==> src/rtl/prime_verify.sv <==
// Trial-division primality checker: one subtraction per cycle, done/verify_Out pulse for one cycle after RESULT.
// Latency is two edges for n<4 and at most a few hundred cycles for n<=255; start is ignored while busy.
module prime_verify (
  input  logic       clk,
  input  logic       rst,
  input  logic       start,
  input  logic [7:0] num_In,
  input  logic       guess_In,
  output logic       busy,
  output logic       done,
  output logic       is_prime,
  output logic       verify_Out
);

  typedef enum logic [1:0] {
    IDLE   = 2'd0,
    CHECK  = 2'd1,
    SUB    = 2'd2,
    RESULT = 2'd3
  } state_t;

  state_t     state, state_nx;
  logic [7:0] n, n_nx;
  logic [7:0] r, r_nx;
  logic [4:0] d, d_nx;
  logic       g, g_nx;
  logic       flag, flag_nx;
  logic [9:0] d_sq;

  // Full 10-bit square so d=16 (256) is never truncated against n.
  assign d_sq = {5'd0, d} * {5'd0, d};
  assign busy = (state != IDLE);

  always_comb begin
    state_nx = state;
    n_nx     = n;
    r_nx     = r;
    d_nx     = d;
    g_nx     = g;
    flag_nx  = flag;
    case (state)
      IDLE: begin
        if (start) begin
          n_nx = num_In;
          g_nx = guess_In;
          d_nx = 5'd2;
          if (num_In < 8'd2) begin
            flag_nx  = 1'b0;
            state_nx = RESULT;
          end else if (num_In < 8'd4) begin
            flag_nx  = 1'b1;
            state_nx = RESULT;
          end else begin
            state_nx = CHECK;
          end
        end
      end
      CHECK: begin
        if (d_sq > {2'b00, n}) begin
          flag_nx  = 1'b1;
          state_nx = RESULT;
        end else begin
          r_nx     = n;
          state_nx = SUB;
        end
      end
      SUB: begin
        if (r >= {3'b000, d}) begin
          r_nx = r - {3'b000, d};
        end else if (r == 8'd0) begin
          flag_nx  = 1'b0;
          state_nx = RESULT;
        end else begin
          d_nx     = d + 5'd1;
          state_nx = CHECK;
        end
      end
      RESULT: begin
        state_nx = IDLE;
      end
      default: begin
        state_nx = IDLE;
      end
    endcase
  end

  always_ff @(posedge clk) begin
    if (rst) begin
      state      <= IDLE;
      n          <= 8'd0;
      r          <= 8'd0;
      d          <= 5'd0;
      g          <= 1'b0;
      flag       <= 1'b0;
      is_prime   <= 1'b0;
      done       <= 1'b0;
      verify_Out <= 1'b0;
    end else begin
      state      <= state_nx;
      n          <= n_nx;
      r          <= r_nx;
      d          <= d_nx;
      g          <= g_nx;
      flag       <= flag_nx;
      done       <= (state == RESULT);
      verify_Out <= (state == RESULT) && (g == flag);
      if (state == RESULT) begin
        is_prime <= flag;
      end
    end
  end

endmodule

==> config.mk <==
export PLATFORM = sky130hd
export DESIGN_NAME = prime_verify
export DESIGN_NICKNAME = d
export VERILOG_FILES = /design/src/rtl/prime_verify.sv
export SDC_FILE = /design/constraint.sdc
export NUM_CORES = 1
export LEC_CHECK = 0
export ABC_AREA = 1
export CORE_UTILIZATION = 50
export DETAILED_ROUTE_END_ITERATION = 6
export PLACE_DENSITY = 0.79
export SLEW_MARGIN = 40
export SYNTH_ARGS = -nofsm -noshare
export SYNTH_HDL_FRONTEND = slang
export SYNTH_SLANG_ARGS = --single-unit
==> constraint.sdc <==
create_clock -name clk -period 6.9 [get_ports clk]
set_input_delay 1.035 -clock clk [delete_from_list [all_inputs] [get_ports clk]]
set_output_delay 1.035 -clock clk [all_outputs]
set_load 0.005 [all_outputs]
==> out/results.txt, run 1 <==
The flow ran to the end, and the final reports show no timing, DRC or antenna violations. Dividing the detail-routed wire length by the instance count gives 12.6 um. The number of top-level design ports is 16, and the critical path data required time is 7.12 ns. The maximum single-stage delay on the critical path is 0.52 ns, and the highest net fanout along the worst path is 14. Max-cap violations in this run came to 0.

The via count is 2196. Power spread over the standard cell area amounts to 340 nW/um^2. Synthesis produced a netlist whose cell count is 345. The count of pins over their slew limit came out at 0.

The leading cell type in the layout, fill and taps excluded is sky130_fd_sc_hd__nand2_1. The analysis attributes to cell leakage a power of 0.00130 uW. The tools report the final hold slack as 0.499 ns. The biggest area consumer among synthesized cells is sky130_fd_sc_hd__dfxtp_1. The clock reaches the later pin of the worst-skew pair after 0.28 ns. The via count of the first global-routing pass is 2035. The total number of H-tree levels is 1, and the transition time at the pin with the least slew margin is 0.569 ns. The relative slew slack is 0.621, and the global-route wire length before repair is 8870 um. Clock-pin slew was measured on the worst setup and hold paths at 0.10 ns.

The starting density of the core is 0.531, and the final hold violation count is 0. The logs give 0 for the number of warnings printed during yosys synthesis and 0 for the number of antenna violations at the first check in global routing. The tools report the clock root buffer master as sky130_fd_sc_hd__clkbuf_8. For the final weighted congestion of routability-driven global placement, the log shows 0.935. In the final layout, flip-flops and latches occupy 561 um^2. The worst clock skew is 0.00161 ns.

For this run, design rule violations remaining after detail routing come to 0. The shortest period the worst path allows works out to 4.17 ns. The worst hold path belongs to the class reg -> reg. VDD sags by at most 196 uV. Post-synthesis area per instance: 6.79 um^2. For this run, the top clock speed supported by timing is 240 MHz. The clock net in this run drives a total of 28 sinks. In the post-synthesis netlist, the biggest area contributors are sky130_fd_sc_hd__dfxtp_1 (24%), sky130_fd_sc_hd__ha_1 (15%), sky130_fd_sc_hd__nand2_1 (13%), sky130_fd_sc_hd__inv_1 (6.7%), sky130_fd_sc_hd__nor2_1 (6.4%).

The type of element launching the critical path is a register. The layout overhead on the synthesized area is 9.51%, and the maximum number of pins on one net before global-route repair is 22. The part of the cycle the worst path needs was 0.605. The total area of multi-input combinational cells is 1570 um^2.

Gates resized during post-CTS repair numbered 0. Kind of capture point of the worst setup path: a register. The logs give 0 for the antenna violation net count after detailed routing and 0 for the final global-route overflow total. The run gives 0 as the number of diodes.

The fraction of synthesized cell area taken by the top area cell type is 0.239. The logs give 0.239 for the sequential-to-total area share from yosys stat and 0.220 for the global-route usage over all layers. Input and output buffers added on the ports amount to 15. TritonCTS built the clock tree. The final layout contains 402 nets.

The worst setup path is of the reg -> reg kind. Measured along the x axis, the die boundary spans 70.4 um. The signal on the critical path passes through nand2_1 -> fa_1 -> fa_1 -> inv_1 -> ha_1 -> a31o_2 -> ha_1 -> or2_1 -> nand2_1 -> xnor2_1 -> ha_1 -> nand2_1 -> inv_1 -> nand4_1 -> nand2_1 -> nand3_2 -> nand2_4 -> nand2_4 -> nand2_1 -> nand2_1 -> nor2_1. For the final routed database, the setup TNS stands at 0 ns. Including well taps, the total number of placed cells is 404.

The buffers inserted during post-CTS setup optimization was 0; the number of cell rows was 24. The routed design has 5120 um of wire. Buffers inserted to repair hold after CTS numbered 0. The HPWL after detailed placement is 4070 um.

Die height: 70.4 um. The area enclosed by the die boundary was 4960 um^2; the total nets after synthesis was 390. OpenSTA, run right after detailed placement, puts the worst setup slack at 2.75 ns. The maximum clock insertion buffer count was 2. STA puts the critical path data arrival time at 4.40 ns.

The library cells used most frequently in the layout, excluding fill and tap cells, are sky130_fd_sc_hd__nand2_1 (80), sky130_fd_sc_hd__inv_1 (42), sky130_fd_sc_hd__nor2_1 (40). Setup repair after global routing left no endpoint under its margin. The number of different library cells used by synthesis comes to 31. In this run, synthesis produced a sequential element count of 28.

Among all stages on the critical path, the largest delay is contributed by sky130_fd_sc_hd__dfxtp_1. The cell area that synthesis handed to floorplanning was 2340 um^2. The tools report the final core utilization as 0.581. The violation count after the first detailed-routing iteration is 158, and the per-cell via count in the routed design is 5.38. Buffers inserted during clock tree synthesis total 3. The placeable core region is 4410 um^2, and the filler cell count is 435. The non-filler instance count after layout was 408; the fraction of layout cells with a size suffix above 1 was 0.0758. Setup violations remaining at the end of the flow were counted as 0. The worst path meets setup with 2.73 ns of slack. In this design, the critical path's most frequently occurring cell is sky130_fd_sc_hd__nand2_1. The pre-antenna-repair detailed-routing pass consisted of 4 iterations.
-- synth_stat cells --
library cell	count
sky130_fd_sc_hd__o21ai_1	2
sky130_fd_sc_hd__xor2_1	5
sky130_fd_sc_hd__or2_1	1
sky130_fd_sc_hd__o21ai_0	20
sky130_fd_sc_hd__buf_1	1
sky130_fd_sc_hd__ha_1	29
sky130_fd_sc_hd__fa_1	4
sky130_fd_sc_hd__xnor2_1	4
sky130_fd_sc_hd__a22oi_1	1
sky130_fd_sc_hd__nand2_2	7
sky130_fd_sc_hd__nand2_1	80
sky130_fd_sc_hd__nand3_2	4
sky130_fd_sc_hd__inv_2	3
sky130_fd_sc_hd__a31o_2	1
sky130_fd_sc_hd__dfxtp_1	28
sky130_fd_sc_hd__nand2_4	2
sky130_fd_sc_hd__nor2_4	1
sky130_fd_sc_hd__o22ai_1	1
sky130_fd_sc_hd__nor3_1	6
sky130_fd_sc_hd__o21ai_2	2
sky130_fd_sc_hd__nand3b_1	2
sky130_fd_sc_hd__nor2_1	40
sky130_fd_sc_hd__inv_1	42
sky130_fd_sc_hd__nand4_1	6
sky130_fd_sc_hd__clkbuf_1	3
sky130_fd_sc_hd__a21oi_1	25
sky130_fd_sc_hd__or2_2	3
sky130_fd_sc_hd__a31oi_1	2
sky130_fd_sc_hd__buf_2	2
sky130_fd_sc_hd__buf_6	2
sky130_fd_sc_hd__nand3_1	16
-- through the flow --
stage	power, uW	instance area, um^2
6_report	871	2560
5_1_grt	960	2560
4_1_cts	868	2560
3_5_place_dp	759	2510
3_3_place_gp	747	2510
2_1_floorplan	660	2340
-- layer usage --
metal / routed length [um] / global-route usage / up-vias
met5: 0 / 0 / -
met2: 2400 / 0.385 / 63
met3: 229 / 0.0289 / 11
met1: 2400 / 0.286 / 982
met4: 91 / 0.0489 / 0
li1: - / - / 1140
-- worst paths after layout --
check	from	slack, ns	end	cells after the start
min reg2reg	n[2]	0.50	n[2]	2
max	d[1]	2.73	r[2]	21
min	n[2]	0.50	n[2]	2
max reg2reg	d[1]	2.73	r[2]	21
-- critical path: cells and delay by family, from the launching register on --
| family | cells | cell delay (ns) |
|---|---|---|
| fa+ha+maj | 5 | 1.89 |
| simple gates | 12 | 1.31 |
| flops | 1 | 0.52 |
| compound gates | 1 | 0.25 |
| buf+inv | 2 | 0.10 |
| xor+xnor | 1 | 0.07 |
-- state kept, by name, summed over array words and instances, names as in the netlist --
register / count
n: 8
flag: 1
verify_Out: 1
g: 1
d: 5
is_prime: 1
done: 1
r: 8
state: 2
-- report_power, final --
part	switching, uW	internal [uW]
clock network	55.2	51.2
registers	36.7	205
logic	326	197
-- cells by family (layout without fill, tap and decap cells) --
group | Yosys count | after routing | share of synthesized area
AO/OA/AOI/OAI | 54 | 54 | 0.123
adder cells (fa/ha/maj) | 33 | 33 | 0.189
flip-flops | 28 | 28 | 0.239
XOR/XNOR | 9 | 9 | 0.0337
AND/OR/NAND/NOR | 168 | 168 | 0.323
buffers and inverters | 53 | 64 | 0.0924
-- cell type report --
cell class                 instances  area share
timing repair buffer              15      0.0585
sequential                        28       0.219
inverter                          45      0.0659
tap                               52      0.0254
clock buffer                       4      0.0215
multi-input combinational        264       0.610
Note: power is estimated with default switching activity, not from simulation.
==> run 2: changes to the inputs <==
==> constraint.sdc (replaced) <==
create_clock -name clk -period 3.9 [get_ports clk]
set_input_delay 0.585 -clock clk [delete_from_list [all_inputs] [get_ports clk]]
set_output_delay 0.585 -clock clk [all_outputs]
set_load 0.005 [all_outputs]
==> out/results.txt, run 2 (same netlist as run 1, synthesis figures left out) <==
In this design, the stage delay of the slowest critical-path cell is 0.56 ns. Total number of H-tree levels: 1. The logs give 0.224 for the global-route usage over all layers and 5620 um for the aggregate routed wire length. Clock tree synthesis inserted a total of 3 buffers. In the routed layout, each cell is associated on average with a via count of 5.39.

The largest delay contributor family on the critical path is adder cells. The tightest hold path in the finished design has a slack of 0.495 ns. The flow ran to the end, and the final reports show no timing, DRC or antenna violations. Input and output buffers added on the ports amount to 15.

The tool flagged a number of max-cap violations equal to 0. The final hold violation count is 0. Part of the cycle the worst path needs: 0.973. The longest clock path from root to sink contains 2 buffers. The run gives 2092 as the via count of the first global-routing pass.

Setup violations remaining at the end of the flow were counted as 0. The critical path data required time came out at 4.12 ns. STA classifies the critical path startpoint as a register. On the critical path, the stage with the largest delay is an instance of sky130_fd_sc_hd__fa_1. The highest net fanout along the worst path was 7; the number of cell rows was 24.

Once routing completed, OpenROAD measured the worst setup slack at 0.106 ns. The floorplan step defined a die boundary enclosing 4960 um^2. TritonCTS built the clock tree. Data arrives at the worst endpoint at 4.02 ns.

The shortest period the worst path allows works out to 3.79 ns. The highest clock rate was 264 MHz; the final global-route overflow total was 0. The logs give 4160 um for the half-perimeter wire length of the detailed placement result and 4410 um^2 for the placeable core region. CTS saw 28 sinks. The logs give 1600 uW for the total power and 0.896 for the final weighted congestion of routability-driven global placement. Clock-pin slew was measured on the worst setup and hold paths at 0.10 ns. In the layout the commonest cells are sky130_fd_sc_hd__nand2_1 (75), sky130_fd_sc_hd__inv_1 (40), sky130_fd_sc_hd__nor2_1 (39). The largest registers in the layout are n (8), r (8), d (5). The number of antenna violations at the first check in global routing is 0, and the maximum number of pins on one net before global-route repair is 22. In this run, placement finished with an instance count of 412. The number of buffers and inverters on the critical path is 2. The final core utilization came out at 0.620.

The tools report the relative slew slack as 0.587. The critical path goes through nand2_4 -> fa_1 -> fa_1 -> inv_2 -> ha_4 -> a31o_4 -> ha_4 -> or2_1 -> nand2_1 -> xnor2_1 -> ha_1 -> nand2_1 -> inv_2 -> nand2_1 -> nand2_1 -> nand2_2 -> nand3_2 -> nand2_4 -> nand2_8 -> nand2_2 -> nand2_1 -> nor2_1. The fraction of layout cells with a size suffix above 1 came out at 0.153. The starting density of the core is 0.531. The non-filler instance count after layout was 418. 16 I/O pins were placed. The startpoint identified for the worst hold timing path is n[2]. The count of pins over their slew limit is 0, and the number of hold-repair buffers added at the cts stage is 0. The number of optimization iterations in the first detailed-route pass is 4, and the horizontal die dimension is 70.4 um. The run gives -0.0255 ns as the pre-CTS setup slack.

For the final database, setup skew stands at 0.00460 ns. Kind of capture point of the worst setup path: a register. The via count is 2255, and the maximum VDD drop is 404 uV. In this run the power density over the cells is 584 nW/um^2.

In this run the static leakage power is 0.00136 uW. The kind of critical path was reg -> reg. In this run, the number of DRC markers left after iteration 0 of detailed routing was 198. Tracing the worst setup path back leads to its startpoint at d[3]. The worst register-to-register path begins at d[3]. The layout net count was 413; the remaining design rule violation count was 0. The first global-routing pass estimated 9030 um of wire. The die height was 70.4 um. Setup repair after global routing could not meet its margin everywhere. Compared with the post-synthesis result, the final layout area differs by 16.8%. The clock root buffer master is sky130_fd_sc_hd__clkbuf_8.

The transition time at the pin with the least slew margin was 0.619 ns; the clock insertion delay at the later pin of the skew report was 0.28 ns. The path type of the worst min-delay path is reg -> reg. In this run the remaining antenna-violating nets after routing total 0. Most used cell along the critical path: sky130_fd_sc_hd__nand2_1. The leading cell type in the layout, fill and taps excluded was sky130_fd_sc_hd__nand2_1.

The routed length per placed instance was 13.4 um. For the number of diodes, the log shows 0.
## run 2: changes by cell type in the layout (fill, tap and decap cells not counted), sizes merged
| cell | before | now |
|---|---|---|
| buf | 0 | 10 |
| clkbuf | 4 | 3 |
| nand2 | 89 | 90 |
## run 2: final timing paths
check,endpoint,slack (ns),cells past startpoint
worst max-delay path,r[4],0.11,22
worst min-delay path,n[2],0.49,2
worst max register to register,r[4],0.11,22
worst min register to register,n[2],0.49,2
## run 2: what timing repair did
item | CTS | global route
buffers inserted | 0 | 2
pin swaps | 0 | 20
resized for setup | 3 | 19
endpoints found under the setup margin | 7 | 9
cloned | 0 | 1
## run 2: area by class of cell
cell class | count | area, um^2
Multi-Input combinational cell | 265 | 1670
Sequential cell | 28 | 567
Timing Repair Buffer | 25 | 225
Inverter | 45 | 169
Tap cell | 52 | 65.1
Clock buffer | 3 | 41.3
Fill cell | 393 | 1680
## run 2: through the flow
stage | setup TNS, ns | area, um^2
6_report | 0 | 2740
5_1_grt | -0.393 | 2740
4_1_cts | 0 | 2640
3_5_place_dp | -0.107 | 2570
3_3_place_gp | 0 | 2570
2_1_floorplan | 0 | 2340
## run 2: routing by layer
| layer | vias up | track usage | share of wire |
|---|---|---|---|
| li1 | 1156 | - | - |
| met1 | 1030 | 0.283 | 0.45 |
| met2 | 58 | 0.393 | 0.48 |
| met3 | 11 | 0.0361 | 0.044 |
| met4 | 0 | 0.0600 | 0.021 |
| met5 | - | 0 | 0 |
## run 2: worst reg2reg max path, cell delays in order, from the launching register on
cell	delay [ns]
sky130_fd_sc_hd__dfxtp_2	0.37
sky130_fd_sc_hd__nand2_4	0.06
sky130_fd_sc_hd__fa_1	0.50
sky130_fd_sc_hd__fa_1	0.56
sky130_fd_sc_hd__inv_2	0.05
sky130_fd_sc_hd__ha_4	0.20
sky130_fd_sc_hd__a31o_4	0.22
sky130_fd_sc_hd__ha_4	0.26
sky130_fd_sc_hd__or2_1	0.23
sky130_fd_sc_hd__nand2_1	0.09
sky130_fd_sc_hd__xnor2_1	0.13
sky130_fd_sc_hd__ha_1	0.25
sky130_fd_sc_hd__nand2_1	0.07
sky130_fd_sc_hd__inv_2	0.04
sky130_fd_sc_hd__nand2_1	0.05
sky130_fd_sc_hd__nand2_1	0.05
sky130_fd_sc_hd__nand2_2	0.07
sky130_fd_sc_hd__nand3_2	0.08
sky130_fd_sc_hd__nand2_4	0.13
sky130_fd_sc_hd__nand2_8	0.09
sky130_fd_sc_hd__nand2_2	0.08
sky130_fd_sc_hd__nand2_1	0.04
sky130_fd_sc_hd__nor2_1	0.11
## run 2: report_power, final
group	total, uW	leakage [uW]	switching [uW]	internal (uW)
clock	161	0.0000216	91.3	69.5
sequential	418	0.000232	54.1	364
combinational	1020	0.00110	632	386
